--- src/rtl/lc3_execute.sv ---
// rtl/lc3_execute.sv - LC-3 execute stage: ALU, address adder, bypass muxing, stage registers
// Optional feature macro: EXEC_BYPASS_EN (operand bypass muxes active when defined)
module lc3_execute #(
  parameter int DW = 16
) (
  input  logic          clock,
  input  logic          reset,
  input  logic          enable_execute,
  input  logic [DW-1:0] IR,
  input  logic [5:0]    E_Control,
  input  logic [DW-1:0] npc_in,
  input  logic [1:0]    W_Control_in,
  input  logic          Mem_Control_in,
  input  logic [DW-1:0] VSR1,
  input  logic [DW-1:0] VSR2,
  input  logic          bypass_alu_1,
  input  logic          bypass_alu_2,
  input  logic          bypass_mem_1,
  input  logic          bypass_mem_2,
  input  logic [DW-1:0] Mem_Bypass_Val,
  output logic [DW-1:0] aluout,
  output logic [DW-1:0] pcout,
  output logic [1:0]    W_Control_out,
  output logic          Mem_Control_out,
  output logic [DW-1:0] M_Data,
  output logic [2:0]    dr,
  output logic [2:0]    sr1,
  output logic [2:0]    sr2,
  output logic [2:0]    NZP,
  output logic [DW-1:0] IR_Exec
);

  logic [1:0]    alu_control;
  logic [1:0]    pcselect1;
  logic          pcselect2;
  logic          op2select;
  logic [3:0]    opcode;

  logic [DW-1:0] aluout_q, aluout_d;
  logic [DW-1:0] pcout_q, pcout_d;
  logic [1:0]    w_control_q;
  logic          mem_control_q;
  logic [DW-1:0] m_data_q;
  logic [2:0]    dr_q;
  logic [2:0]    nzp_q, nzp_d;
  logic [DW-1:0] ir_q;

  logic [DW-1:0] op1;
  logic [DW-1:0] op2;
  logic [DW-1:0] alu_b;
  logic [DW-1:0] alu_res;
  logic [DW-1:0] offset;
  logic [DW-1:0] base;

  assign alu_control = E_Control[5:4];
  assign pcselect1   = E_Control[3:2];
  assign pcselect2   = E_Control[1];
  assign op2select   = E_Control[0];
  assign opcode      = IR[15:12];

  // Source register indices follow IR directly; stores read the data register via sr2
  always_comb begin
    sr1 = IR[8:6];
    if (opcode == 4'b0011 || opcode == 4'b0111 || opcode == 4'b1011) begin
      sr2 = IR[11:9];
    end else begin
      sr2 = IR[2:0];
    end
  end

`ifdef EXEC_BYPASS_EN
  // Operand resolution: ALU forwarding outranks memory forwarding
  always_comb begin
    if (bypass_alu_1) begin
      op1 = aluout_q;
    end else if (bypass_mem_1) begin
      op1 = Mem_Bypass_Val;
    end else begin
      op1 = VSR1;
    end
    if (bypass_alu_2) begin
      op2 = aluout_q;
    end else if (bypass_mem_2) begin
      op2 = Mem_Bypass_Val;
    end else begin
      op2 = VSR2;
    end
  end
`else
  // Forwarding disabled: operands come straight from the register file
  logic unused_bypass;
  assign unused_bypass = ^{bypass_alu_1, bypass_alu_2, bypass_mem_1, bypass_mem_2, Mem_Bypass_Val};

  always_comb begin
    op1 = VSR1;
    op2 = VSR2;
  end
`endif

  // ALU: second input is either the resolved operand 2 or the 5-bit immediate
  always_comb begin
    alu_b = op2select ? op2 : {{(DW-5){IR[4]}}, IR[4:0]};
    case (alu_control)
      2'b00:   alu_res = op1 + alu_b;
      2'b01:   alu_res = op1 & alu_b;
      2'b10:   alu_res = ~op1;
      default: alu_res = op1;
    endcase
  end

  // Address adder: PC-relative or register-relative offset
  always_comb begin
    case (pcselect1)
      2'b00:   offset = {{(DW-11){IR[10]}}, IR[10:0]};
      2'b01:   offset = {{(DW-9){IR[8]}}, IR[8:0]};
      2'b10:   offset = {{(DW-6){IR[5]}}, IR[5:0]};
      default: offset = '0;
    endcase
    base    = pcselect2 ? npc_in : op1;
    pcout_d = base + offset;
  end

  // Result select and branch mask derived from opcode
  always_comb begin
    if (opcode == 4'b0001 || opcode == 4'b0101 || opcode == 4'b1001) begin
      aluout_d = alu_res;
    end else begin
      aluout_d = pcout_d;
    end
    if (opcode == 4'b0000) begin
      nzp_d = IR[11:9];
    end else if (opcode == 4'b1100) begin
      nzp_d = 3'b111;
    end else begin
      nzp_d = 3'b000;
    end
  end

  // Stage registers: cleared asynchronously, advance only when enabled
  always_ff @(posedge clock or posedge reset) begin
    if (reset) begin
      aluout_q      <= '0;
      pcout_q       <= '0;
      w_control_q   <= '0;
      mem_control_q <= 1'b0;
      m_data_q      <= '0;
      dr_q          <= '0;
      nzp_q         <= '0;
      ir_q          <= '0;
    end else if (enable_execute) begin
      aluout_q      <= aluout_d;
      pcout_q       <= pcout_d;
      w_control_q   <= W_Control_in;
      mem_control_q <= Mem_Control_in;
      m_data_q      <= op2;
      dr_q          <= IR[11:9];
      nzp_q         <= nzp_d;
      ir_q          <= IR;
    end
  end

  assign aluout          = aluout_q;
  assign pcout           = pcout_q;
  assign W_Control_out   = w_control_q;
  assign Mem_Control_out = mem_control_q;
  assign M_Data          = m_data_q;
  assign dr              = dr_q;
  assign NZP             = nzp_q;
  assign IR_Exec         = ir_q;

endmodule

--- config.mk ---
export PLATFORM = sky130hd
export DESIGN_NAME = lc3_execute
export DESIGN_NICKNAME = d
export VERILOG_FILES = /design/src/rtl/lc3_execute.sv
export SDC_FILE = /design/constraint.sdc
export NUM_CORES = 1
export LEC_CHECK = 0
export CAP_MARGIN = 20
export CORE_ASPECT_RATIO = 0.5
export CORE_UTILIZATION = 40
export CTS_BUF_LIST = sky130_fd_sc_hd__clkbuf_8
export DETAILED_ROUTE_END_ITERATION = 10
export HOLD_SLACK_MARGIN = 0.03
export PLACE_DENSITY_LB_ADDON = 0.25
export RECOVER_POWER = 25
export SETUP_SLACK_MARGIN = 0.3
export SLEW_MARGIN = 40
export SYNTH_ARGS = -nofsm -noshare
export SYNTH_HDL_FRONTEND = slang
export SYNTH_SLANG_ARGS = --single-unit
--- constraint.sdc ---
create_clock -name clock -period 2.52 [get_ports clock]
set_input_delay 0.756 -clock clock [delete_from_list [all_inputs] [get_ports clock]]
set_output_delay 0.756 -clock clock [all_outputs]
set_load 0.01 [all_outputs]
==> impl_metrics.tcl <==
set metrics [dict create \
    syn_inst 541 \
    cp-end-kind "register" \
    cts_tree "built" \
    antenna_left 0 \
    violations "negative setup slack" \
    synthFlopType "dfrtp_1" \
    cts.sinks 70 \
    setup_viol 18 \
    fin_crit_ps 3030 \
    r2r_slack_ps 1520 \
    ys_types 53 \
    vias 5296 \
    clock_latency_ps 360 \
    cts-root-buf "clkbuf_8" \
    grt_max_degree 71 \
    final_cells 1000 \
    place_inst 954 \
    grt_pass1_vias 5432 \
    crit_path_start "E_Control[1]" \
    yosysWarnings 0 \
    worstSetupStartpointType "primary input" \
    min_path_cells 1 \
    finalCritPeriodShare_pct 120 \
    clkTransAtPathRegs_ps 90 \
    max_freq_ghz 0.330 \
    hold_violations 0 \
    wirelength_mm 18.0 \
    grt.total_usage_pct 27.1 \
    final_core_utilization_pct 73.8 \
    n_antenna_cell 0 \
    skew_ps 0 \
    crit_arrival_ps 3290 \
    syn_avg_cell_area_um2 9.39 \
    synth_nets 670 \
    drive_above_1_share_pct 44.0 \
    worstMarginPinSlew_ps 1000 \
    die-area_um2 13200 \
    ios 175 \
    core_um2 12100 \
    hold_start "W_Control_out[0]" \
    gp_congestion 0.898 \
    rsz0062_at_grt "true" \
    synth_enable_flop_cells 0 \
    nNetsFinal 959 \
    wl_per_cell_um 18.0 \
    cts.path.max_buffers 2 \
    grt_pass1_wl_mm 27.4 \
    cts_made_buffers 9 \
    drv_cap 0 \
    async_flop_share_pct 100 \
    ff2ff_path_depth 2 \
    required_ps 2780 \
    final_common_cell "buf_4" \
    setup-tns-final_ps -5300 \
    first_pass_iters 4 \
    hold_end "W_Control_out[0]" \
    fin_ws_ps -507 \
    fill_cells 840 \
    dr.first_iter.drc_count 243 \
    die_h_um 81.7 \
    leakage_nw 3.97 \
    via_per_inst 5.30 \
    start_util_pct 42.0 \
    outcome "complete, but fails checks" \
    p_per_area_nw_per_um2 537 \
    r2r_start "aluout[15]" \
    ir_worst_vdd_mv 0.351 \
    layout_common_cells "buf_4, clkdlybuf4s50_1, dfrtp_1" \
    port_buffers 154 \
    crit_fanout 5 \
    hold_buffers 0 \
    netlist_area_um2 5080 \
    antenna_found_initial 0 \
    drc 0 \
    place_hpwl_mm 12.6 \
    relSlewSlack_pct 33.2 \
    timing.rr.end "aluout[15]" \
    h-tree-depth 3 \
    rows 28 \
    maxSlewViolCount 0 \
    area_delta_synth_final_pct 75.6 \
    crit_type "in -> reg" \
    ys_ff_latch 70 \
    overflow 0 \
    chipWidth_um 161 \
    hp-class "reg -> reg" \
    yosysSeqAreaShare_pct 34.5 \
]
## logic make-up after synthesis
logic type,share of synthesized area (%)
AO/OA/AOI/OAI,17.5
XOR/XNOR,6.38
adder cells (fa/ha/maj),8.42
buffers and inverters,4.36
flip-flops,34.5
multiplexers,16.7
AND/OR/NAND/NOR,12.2
## how the worst max path moves through the flow
stage	end	slack (ps)
finish	aluout[14]	-510
global route	aluout[14]	-550
CTS	aluout[12]	-470
detailed placement	aluout[14]	-1500
global placement	aluout[14]	-1380
floorplan	aluout[14]	-890
## power breakdown
group / internal, mW / switching [mW]
sequential: 1.32 / 0.109
clock: 0.470 / 0.536
combinational: 1.35 / 1.01
## state kept, by name, summed over array words and instances, names as in the netlist
name / count
IR_Exec: 14
M_Data: 16
Mem_Control_out: 1
NZP: 3
W_Control_out: 2
aluout: 16
dr: 2
pcout: 16
## cells in the mapped netlist, types with 2 or more instances
| cell type | n | area share, % |
|---|---|---|
| a31oi_1 | 9 | 1.1 |
| mux2i_1 | 6 | 1.2 |
| o211ai_1 | 7 | 1.0 |
| nand2b_1 | 4 | 0.49 |
| o221ai_1 | 4 | 0.69 |
| o21ai_1 | 14 | 1.4 |
| a211oi_1 | 11 | 1.6 |
| buf_1 | 6 | 0.44 |
| o31ai_1 | 2 | 0.30 |
| o21ai_0 | 15 | 1.5 |
| nand3_1 | 10 | 0.98 |
| and2_1 | 8 | 0.98 |
| xnor2_1 | 19 | 3.3 |
| mux2_2 | 69 | 15 |
| o21a_1 | 8 | 1.2 |
| dfrtp_1 | 70 | 34 |
| a22o_1 | 2 | 0.34 |
| nand3b_1 | 4 | 0.59 |
| o22ai_1 | 3 | 0.37 |
| clkbuf_1 | 22 | 1.6 |
| nor2b_1 | 8 | 0.98 |
| nor2_1 | 34 | 2.5 |
| fa_1 | 2 | 0.79 |
| ha_1 | 31 | 7.6 |
| a21o_1 | 5 | 0.74 |
| nand2_1 | 50 | 3.7 |
| a21oi_1 | 42 | 4.1 |
| a211o_1 | 2 | 0.34 |
| buf_4 | 6 | 0.89 |
| inv_1 | 19 | 1.4 |
| and3_1 | 3 | 0.37 |
| nor3_1 | 6 | 0.59 |
| xor2_1 | 18 | 3.1 |
| or2_2 | 2 | 0.25 |
| o21bai_1 | 2 | 0.30 |
## through the flow
| step | hold WS (ps) | setup WS [ps] | instance area (um^2) | total power [mW] |
|---|---|---|---|---|
| floorplan | 528 | -892 | 5350 | 2.41 |
| global placement | 487 | -1380 | 7870 | 3.37 |
| detailed placement | 495 | -1500 | 7870 | 3.42 |
| CTS | 514 | -471 | 8610 | 4.65 |
| global route | 529 | -551 | 8920 | 5.06 |
| finish | 509 | -507 | 8920 | 4.79 |
## critical path, stage by stage
cell      delay [ps]
buf_12           110
mux2_4           300
ha_4             170
inv_4             50
fa_2             210
nor2b_2           50
o31a_1           260
o41a_1           440
o22ai_2          200
o21ai_2          120
a31oi_4          180
mux2_4           310
o2111a_1         120
## metal layers
metal  wire length, um  track usage (%)  share of wire (%)
met1              7520             31.4                 42
met2              8830             48.9                 49
met3              1350             8.74                7.5
met4               297             7.83                1.7
met5                 0                0                  0
## repair_timing
action / CTS / global route
pin swaps: 68 / 61
endpoints found under the hold margin: 0 / 0
setup endpoints to repair: 37 / 30
resized for setup: 236 / 52
setup buffers: 18 / 12
## area by class of cell
class | instances | area (um^2) | area share [%]
inverter | 19 | 77.6 | 0.869
tap | 165 | 206 | 2.31
clock inverter | 7 | 80.1 | 0.897
timing repair buffer | 312 | 2810 | 31.5
sequential | 70 | 1750 | 19.6
multi-input combinational | 418 | 3870 | 43.4
clock buffer | 9 | 124 | 1.39
Power figures use the tool's default switching activity.
